[src/rtl/bcd_modulo_counter_if.sv]
// Request/response bundle for one BCD time field: count/edit requests in,
// digits and wrap pulses out.
interface bcd_modulo_counter_if;
  logic       InTick;
  logic       EditEnable;
  logic       IncBtn;
  logic       DecBtn;
  logic       Clear;
  logic       OutTick;
  logic       BorrowTick;
  logic [3:0] MSD;
  logic [3:0] LSD;

  modport master (
    output InTick, EditEnable, IncBtn, DecBtn, Clear,
    input  OutTick, BorrowTick, MSD, LSD
  );

  modport slave (
    input  InTick, EditEnable, IncBtn, DecBtn, Clear,
    output OutTick, BorrowTick, MSD, LSD
  );
endinterface

[src/rtl/bcd_modulo_counter.sv]
// Two-digit BCD modulo counter with tick chaining, inc/dec editing,
// press-and-hold auto-repeat, synchronous clear and borrow output.
module bcd_modulo_counter #(
  parameter int MODULUS       = 60,
  parameter int EDIT_CARRY    = 0,
  parameter int REPEAT_DELAY  = 50_000_000,
  parameter int REPEAT_PERIOD = 10_000_000
) (
  input  logic                 CLK,
  input  logic                 RST,
  bcd_modulo_counter_if.slave  bus
);

  localparam int RMAX = (REPEAT_DELAY > REPEAT_PERIOD) ? REPEAT_DELAY : REPEAT_PERIOD;
  localparam int CW   = $clog2(RMAX + 1);

  localparam logic [3:0]    TOP_MSD = 4'((MODULUS - 1) / 10);
  localparam logic [3:0]    TOP_LSD = 4'((MODULUS - 1) % 10);
  localparam logic [CW-1:0] DLY_LD  = CW'(REPEAT_DELAY - 1);
  localparam logic [CW-1:0] PER_LD  = CW'(REPEAT_PERIOD - 1);
  localparam logic          CARRY   = (EDIT_CARRY != 0);

  typedef enum logic [1:0] {IDLE, DELAY, REPEAT} state_t;

  state_t        state_q, state_d;
  logic          dir_q, dir_d;
  logic [CW-1:0] cnt_q, cnt_d;
  logic [3:0]    msd_q, msd_d, lsd_q, lsd_d;
  logic          out_tick_q, out_tick_d;
  logic          borrow_tick_q, borrow_tick_d;

  logic one_btn, held, edit_step, tick_step, go_up, at_top, at_zero;

  always_comb begin
    state_d       = state_q;
    dir_d         = dir_q;
    cnt_d         = cnt_q;
    msd_d         = msd_q;
    lsd_d         = lsd_q;
    out_tick_d    = 1'b0;
    borrow_tick_d = 1'b0;
    edit_step     = 1'b0;

    one_btn = bus.IncBtn ^ bus.DecBtn;
    // Hold is broken by releasing Dir, pressing the other button or leaving edit.
    held    = bus.EditEnable &
              (dir_q ? (bus.IncBtn & ~bus.DecBtn) : (bus.DecBtn & ~bus.IncBtn));

    if (bus.Clear) begin
      state_d = IDLE;
      cnt_d   = '0;
    end else begin
      case (state_q)
        IDLE: begin
          if (bus.EditEnable && one_btn) begin
            edit_step = 1'b1;
            dir_d     = bus.IncBtn;
            cnt_d     = DLY_LD;
            state_d   = DELAY;
          end
        end
        default: begin
          if (!held) begin
            state_d = IDLE;
            cnt_d   = '0;
          end else if (cnt_q != '0) begin
            cnt_d = cnt_q - CW'(1);
          end else begin
            edit_step = 1'b1;
            cnt_d     = PER_LD;
            state_d   = REPEAT;
          end
        end
      endcase
    end

    tick_step = bus.InTick & ~bus.EditEnable & ~bus.Clear;
    go_up     = edit_step ? dir_d : 1'b1;
    at_top    = (msd_q == TOP_MSD) && (lsd_q == TOP_LSD);
    at_zero   = (msd_q == 4'd0) && (lsd_q == 4'd0);

    if (bus.Clear) begin
      msd_d = 4'd0;
      lsd_d = 4'd0;
    end else if (edit_step || tick_step) begin
      if (go_up) begin
        if (at_top) begin
          msd_d      = 4'd0;
          lsd_d      = 4'd0;
          out_tick_d = tick_step | CARRY;
        end else if (lsd_q == 4'd9) begin
          lsd_d = 4'd0;
          msd_d = msd_q + 4'd1;
        end else begin
          lsd_d = lsd_q + 4'd1;
        end
      end else begin
        if (at_zero) begin
          msd_d         = TOP_MSD;
          lsd_d         = TOP_LSD;
          borrow_tick_d = CARRY;
        end else if (lsd_q == 4'd0) begin
          lsd_d = 4'd9;
          msd_d = msd_q - 4'd1;
        end else begin
          lsd_d = lsd_q - 4'd1;
        end
      end
    end
  end

  always_ff @(posedge CLK or posedge RST) begin
    if (RST) begin
      state_q       <= IDLE;
      dir_q         <= 1'b0;
      cnt_q         <= '0;
      msd_q         <= 4'd0;
      lsd_q         <= 4'd0;
      out_tick_q    <= 1'b0;
      borrow_tick_q <= 1'b0;
    end else begin
      state_q       <= state_d;
      dir_q         <= dir_d;
      cnt_q         <= cnt_d;
      msd_q         <= msd_d;
      lsd_q         <= lsd_d;
      out_tick_q    <= out_tick_d;
      borrow_tick_q <= borrow_tick_d;
    end
  end

  assign bus.MSD        = msd_q;
  assign bus.LSD        = lsd_q;
  assign bus.OutTick    = out_tick_q;
  assign bus.BorrowTick = borrow_tick_q;

endmodule

[src/flat_wrapper.sv]
// flat-port wrapper written by rule: the top's interface ports become plain ports
module bcd_modulo_counter_flat 
#(
  parameter int MODULUS       = 60,
  parameter int EDIT_CARRY    = 0,
  parameter int REPEAT_DELAY  = 50_000_000,
  parameter int REPEAT_PERIOD = 10_000_000
)
  (CLK, RST, bus_InTick, bus_EditEnable, bus_IncBtn, bus_DecBtn, bus_Clear, bus_OutTick, bus_BorrowTick, bus_MSD, bus_LSD);
  bcd_modulo_counter_if bus_i ();
  input  logic CLK;
  input  logic RST;
  input wire logic [$bits(bus_i.InTick)-1:0] bus_InTick;
  input wire logic [$bits(bus_i.EditEnable)-1:0] bus_EditEnable;
  input wire logic [$bits(bus_i.IncBtn)-1:0] bus_IncBtn;
  input wire logic [$bits(bus_i.DecBtn)-1:0] bus_DecBtn;
  input wire logic [$bits(bus_i.Clear)-1:0] bus_Clear;
  output wire logic [$bits(bus_i.OutTick)-1:0] bus_OutTick;
  output wire logic [$bits(bus_i.BorrowTick)-1:0] bus_BorrowTick;
  output wire logic [$bits(bus_i.MSD)-1:0] bus_MSD;
  output wire logic [$bits(bus_i.LSD)-1:0] bus_LSD;
  assign bus_i.InTick = bus_InTick;
  assign bus_i.EditEnable = bus_EditEnable;
  assign bus_i.IncBtn = bus_IncBtn;
  assign bus_i.DecBtn = bus_DecBtn;
  assign bus_i.Clear = bus_Clear;
  assign bus_OutTick = bus_i.OutTick;
  assign bus_BorrowTick = bus_i.BorrowTick;
  assign bus_MSD = bus_i.MSD;
  assign bus_LSD = bus_i.LSD;
  bcd_modulo_counter #(.MODULUS(MODULUS), .EDIT_CARRY(EDIT_CARRY), .REPEAT_DELAY(REPEAT_DELAY), .REPEAT_PERIOD(REPEAT_PERIOD)) u_core (.CLK(CLK), .RST(RST), .bus(bus_i));
endmodule
[config.mk]
export PLATFORM = sky130hd
export DESIGN_NAME = bcd_modulo_counter_flat
export DESIGN_NICKNAME = d
export VERILOG_FILES = /design/src/rtl/bcd_modulo_counter_if.sv /design/src/rtl/bcd_modulo_counter.sv /design/src/flat_wrapper.sv
export SDC_FILE = /design/constraint.sdc
export NUM_CORES = 1
export LEC_CHECK = 0
export BUFFER_PORTS_ARGS = -buffer_cell sky130_fd_sc_hd__clkbuf_2
export CAP_MARGIN = 20
export CORE_ASPECT_RATIO = 1.2
export CORE_MARGIN = 5
export CORE_UTILIZATION = 55
export DETAILED_ROUTE_END_ITERATION = 10
export GPL_TIMING_DRIVEN = 0
export PLACE_DENSITY = 0.74
export SETUP_SLACK_MARGIN = 0.2
export SLEW_MARGIN = 20
export SYNTH_ARGS = -nofsm -noshare
export SYNTH_HDL_FRONTEND = slang
export SYNTH_SLANG_ARGS = --single-unit
[constraint.sdc]
create_clock -name CLK -period 5.3 [get_ports CLK]
set_clock_uncertainty 0.15 [all_clocks]
set_input_delay 0.265 -clock CLK [delete_from_list [all_inputs] [get_ports CLK]]
set_output_delay 0.265 -clock CLK [all_outputs]
set_load 0.05 [all_outputs]
# Yosys cells after proc, flatten, opt, wreduce, memory -nomap -nowiden
# Cells that the tools add are included.
# Widths: inputs -> output; s select.
# word_totals
elab_cells,76
ff_bits,38
inputBits,7
output_inout_bits,10
# op_classes
mux,38
reduce_logical,12
n_bitwise,10
n_eq_ne,5
addsub,5
# ops
operator,n
$mux 26,5
$mux 4,14
$reduce_bool 26->1,1
$sub 26x1->26 const B,1
$mux 1,14
$mux 2,5
$add 4x1->4 const B,2
$logic_not 4->1,2
$ne 4x4->1 const B,2
$sub 4x1->4 const B,2
$and 1x1->1,5
$eq 4x3->1 const B,1
$eq 4x4->1 const B,1
$not 1->1,4
$reduce_bool 4->1,1
$logic_and 1x1->1,3
$ne 3x2->1 const B,1
$reduce_and 3->1,1
$logic_not 2->1,1
$reduce_and 2->1,1
$reduce_bool 2->1,1
$logic_or 1x1->1,1
$xor 1x1->1,1

# Longest topological paths before layout
# depth
ltp_word,11
depth_mapped,10
ltp_nobuf,8

# Worst setup path after synthesis
# OpenSTA, ideal clock, no wires.
# synth_path
path_type,reg2reg
from,register u_core.cnt_q[8]
to,register u_core.msd_q[0] (netlist: u_core.bus.MSD[0])
setup_ps,79
path_stages_with_launch,7
t_required_ps,5071
t_arrival_ps,2152
slack_ps,2919
synth_period_minus_slack_ps,2381
n_path_buf,0
path_cell_list,dfrtp_1 > nor4_4 > nand4b_4 > or3_4 > and2_4 > o311ai_4 > mux2i_1
# synth_between
elab_chain_len,9
elab_cells_between_ends,14
cone_classes,eq/ne (1); mux (8); reduce/logical (5)
# synth_lines
element,line,text
"start, declared",bcd_modulo_counter.sv:27,"logic [CW-1:0] cnt_q, cnt_d;"
"start signal, assigned",bcd_modulo_counter.sv:124,cnt_q <= cnt_d;
$reduce_bool 26->1 (*),bcd_modulo_counter.sv:66,end else if (cnt_q != '0) begin
$mux 1 (*),bcd_modulo_counter.sv:66,
$mux 1 (*),bcd_modulo_counter.sv:63,if (!held) begin
$mux 1 (*),bcd_modulo_counter.sv:53,case (state_q)
$mux 1 (*),bcd_modulo_counter.sv:49,if (bus.Clear) begin
$mux 1,bcd_modulo_counter.sv:78,go_up = edit_step ? dir_d : 1'b1;
$mux 4,bcd_modulo_counter.sv:86,if (go_up) begin
$mux 4,bcd_modulo_counter.sv:85,end else if (edit_step || tick_step) begin
$mux 4,bcd_modulo_counter.sv:82,if (bus.Clear) begin
"end signal, assigned",bcd_modulo_counter.sv:125,msd_q <= msd_d;
"end, declared",bcd_modulo_counter.sv:28,"logic [3:0] msd_q, msd_d, lsd_q, lsd_d;"
# Every way passes the cells marked *; elsewhere a longest branch is shown, timed or not. The select of a mux whose other input is x is not followed.
# A chain may end at the register's enable or synchronous reset.

# Worst setup path after layout
# layout_path
from,register u_core.state_q[0]
to,register u_core.msd_q[0] (netlist: u_core.bus.MSD[0])
# layout_between
elab_chain_len,7
elab_cells_between_ends,14
cone_classes,eq/ne (1); mux (8); reduce/logical (5)
# layout_lines
element,line,text
"start, declared",bcd_modulo_counter.sv:25,"state_t state_q, state_d;"
"start signal, assigned",bcd_modulo_counter.sv:122,state_q <= state_d;
$logic_not 2->1 (*),bcd_modulo_counter.sv:53,
$mux 1,bcd_modulo_counter.sv:53,
$mux 1,bcd_modulo_counter.sv:49,
$mux 1,bcd_modulo_counter.sv:78,
$mux 4,bcd_modulo_counter.sv:86,
$mux 4,bcd_modulo_counter.sv:85,
$mux 4,bcd_modulo_counter.sv:82,
# Marked as above.

==> impl_results.md <==
- Synth Warn #: 0
- Maximum number of pins on one net before global-route repair: 33
- Crit Path Category: reg -> reg
- Synthesized area per cell: 8.71 um^2
- Syn nets: 306
- Crit share post-route: 55.7%
- Core Region: 4530 um^2
- Class of the worst hold path: in -> reg
- VDD IR max: 0.000182 V
- Post-synth top flop: dfrtp_1
- Seq/Total Area, Yosys: 37.8%
- FP Rows: 27
- Post-synth EDFFs: 0
- Initial Utilization: 55.6%
- Fill cell count: between 400 and 500
- FF-to-FF path depth: 6
- Yosys reg bits: 38
- Antenna violations before repair: 0
- Final ANT Viol Nets: 0
- Worst rel slew slack: roughly a quarter
- Hpwl dp: 4460 um
- Clock sinks: 38
- Setup ws final: 2.35 ns
- Max capacitance violation total: 0
- Height of the die: between 80 and 90 um
- Htree depth: 2
- Fin crit period: 2.95 ns
- GRT Residual Overflow: 0
- Launch point of the worst path: u_core.state_q[0]$_DFFE_PP0P_
- ANT cells: 0
- Layout Nets: 330
- Synth unique cells: 52
- DR pass1 iterations: 6
- Final setup violating endpoints: 0
- Fin area: 2770 um^2
- RSZ-0062 raised after global routing: false
- Asr flop ratio synth: 100%
- Ranking of synthesized cells by area: dfrtp_1, o21ai_0, nand2_1
- Worst-Margin Slew: about 1.1 ns
- Port Buf Inserts: 15
- Residual DRC: 0
- Placer Congestion: roughly 0.9
- RR Endpoint: u_core.bus.MSD[0]$_DFFE_PP0P_
- Power density cells: 281 nW/um^2
- Placed Cells: roughly 360
- Worst Setup EP: u_core.bus.MSD[0]$_DFFE_PP0P_
- CTS tree: built
- Area leader, netlist: dfrtp_1
- Pins Over Slew Limit: 0
- Die footprint: 6030 um^2
- Worst hold slack: 0.103 ns
- Vias in the first global route: 2249
- WL final: 6150 um
- Setup TNS: 0 ns
- Leakage: 0.00129 uW
- Flop-to-flop setup slack: ~2.3 ns
- Routed len/inst: 16.6 um
- Vias/cell: a little over 6
- Total global-route track usage: a little over a fifth
- Data arrival, critical path: 3.02 ns
- Worst flop-to-flop path startpoint: u_core.state_q[0]$_DFFE_PP0P_
- Reg clk slew, reported paths: 0.08 ns
- Dpl cell area: 2680 um^2
- Fmax achieved: 339 MHz
- First-pass GRT wire length: 10500 um
- CTS root buffer: clkbuf_8
- CTS resizes: 0
- DP Worst Slack: 2.43 ns
- Hold buffers post-CTS: 1
- Top cell type's share of synthesized area: between 30% and 40%
- Post-route insts no fill: 371
- Post-Syn Area: 2520 um^2
- Startpoint Class: register
- Longest Clk Path Bufs: 2
- Layout cells sized above 1: 11.5%
- Synth Instances: 289
- Setup Fix Bufs, Post-CTS: 0
- Layout area overhead: 10.1%
- WP data required: 5.37 ns
- Clk_lat worst skew: 0.29 ns
- Final Hold Vio Count: 0
- Critical path fanouts, max: 8
- Cts bufs inserted: 5
- Outcome: finished, final reports clean
- DIE WIDTH: 71.7 um
- Via count: 2302
- Number of top-level pins: 17
- Critical Path Sink Type: register
- Violation count after the first detailed-route iteration: 111
[through the flow]
stage          total power, uW  util (%)
2_1_floorplan              531         -
3_3_place_gp               577      58.8
3_5_place_dp               587      59.3
4_1_cts                    779      61.2
5_1_grt                    825      61.2
6_report                   778      61.2
[worst min-delay path by stage]
stage	start	to	cells past startpoint
detailed placement	RST	u_core.bus.MSD[1]$_DFFE_PP0P_	2
global route	bus_InTick	u_core.bus.OutTick$_DFF_PP0_	3
global placement	u_core.cnt_q[24]$_DFFE_PP0P_	u_core.cnt_q[24]$_DFFE_PP0P_	1
floorplan	bus_InTick	u_core.bus.OutTick$_DFF_PP0_	2
CTS	bus_InTick	u_core.bus.OutTick$_DFF_PP0_	3
finish	bus_InTick	u_core.bus.OutTick$_DFF_PP0_	3
[cell usage in the layout, fill, tap and decap left out, drive strengths merged, types with 3 or more instances in the layout]
| cell | netlist | final |
|---|---|---|
| nand2b | 5 | 5 |
| o311ai | 4 | 4 |
| o211a | 4 | 4 |
| mux2i | 9 | 9 |
| o211ai | 4 | 4 |
| clkbuf | 9 | 31 |
| dfrtp | 38 | 38 |
| o21ai | 32 | 32 |
| nor2b | 3 | 3 |
| o22ai | 3 | 3 |
| a21oi | 18 | 18 |
| nor4 | 10 | 10 |
| nor2 | 22 | 22 |
| or4 | 3 | 3 |
| a22o | 3 | 3 |
| or3 | 3 | 3 |
| nor3 | 15 | 15 |
| nand3 | 12 | 12 |
| ha | 10 | 10 |
| nand2 | 38 | 38 |
| inv | 12 | 12 |
[critical path, cell delays in order, from the launching register on]
cell,delay [ns]
dfrtp_1,0.41
nor3_1,0.90
nand2_1,0.32
nor2_1,0.35
nor2_1,0.25
a221o_1,0.38
mux2i_1,0.12
[where the power goes]
part / total, uW / switching, uW / internal (uW)
clock network: 192 / 102 / 90.7
registers: 364 / 45.5 / 318
logic: 222 / 137 / 85.0
total: 778 / 284 / 494
[layer usage]
layer | up-vias | wire length (um) | track usage [%]
met4 | 0 | 132 | 8.55
li1 | 1104 | - | -
met5 | - | 0 | 0
met3 | 15 | 326 | 3.61
met2 | 75 | 3200 | 38.5
met1 | 1108 | 2490 | 25.2
[layout make-up]
type | count | area, um^2 | share of cell area [%]
flip-flops and latches | 38 | 951 | 34.3
clock buffers | 7 | 76.3 | 2.76
plain buffers | 10 | 41.3 | 1.49
inverters | 12 | 45.0 | 1.63
well taps | 58 | 72.6 | 2.62
multi-input cells | 229 | 1480 | 53.4
repair buffers | 17 | 105 | 3.79
[kinds of logic (layout without fill, tap and decap cells)]
group	Yosys count	after routing	synth area share, %
AOI/OAI and AO/OA	78	78	19.8
xor gates and xnor gates	4	4	1.39
adders and majority gates	10	10	4.97
buffers and inverters	22	46	3.43
DFF	38	38	37.8
muxes	11	11	4.48
other	1	1	0.149
and+or+nand+nor	125	125	28.0
[cells in the mapped netlist (3+ instances only)]
cell type,number
a21oi_1,18
nand2_1,38
a22o_1,3
o311ai_0,3
nand3_1,12
or4_1,3
nor4_1,6
mux2i_1,9
clkbuf_1,9
nand2b_1,5
o211ai_1,4
nor3_1,14
nor2b_1,3
inv_1,12
nor2_1,22
o22ai_1,3
dfrtp_1,38
o211a_1,4
o21ai_0,30
nor4_4,3
ha_1,10
[registers in the layout, indices dropped and copies added (netlist names)]
name,flops
u_core.bus.LSD,4
u_core.bus.MSD,4
u_core.bus.OutTick,1
u_core.cnt_q,26
u_core.dir_q,1
u_core.state_q,2
(Power assumes the default switching activity.)
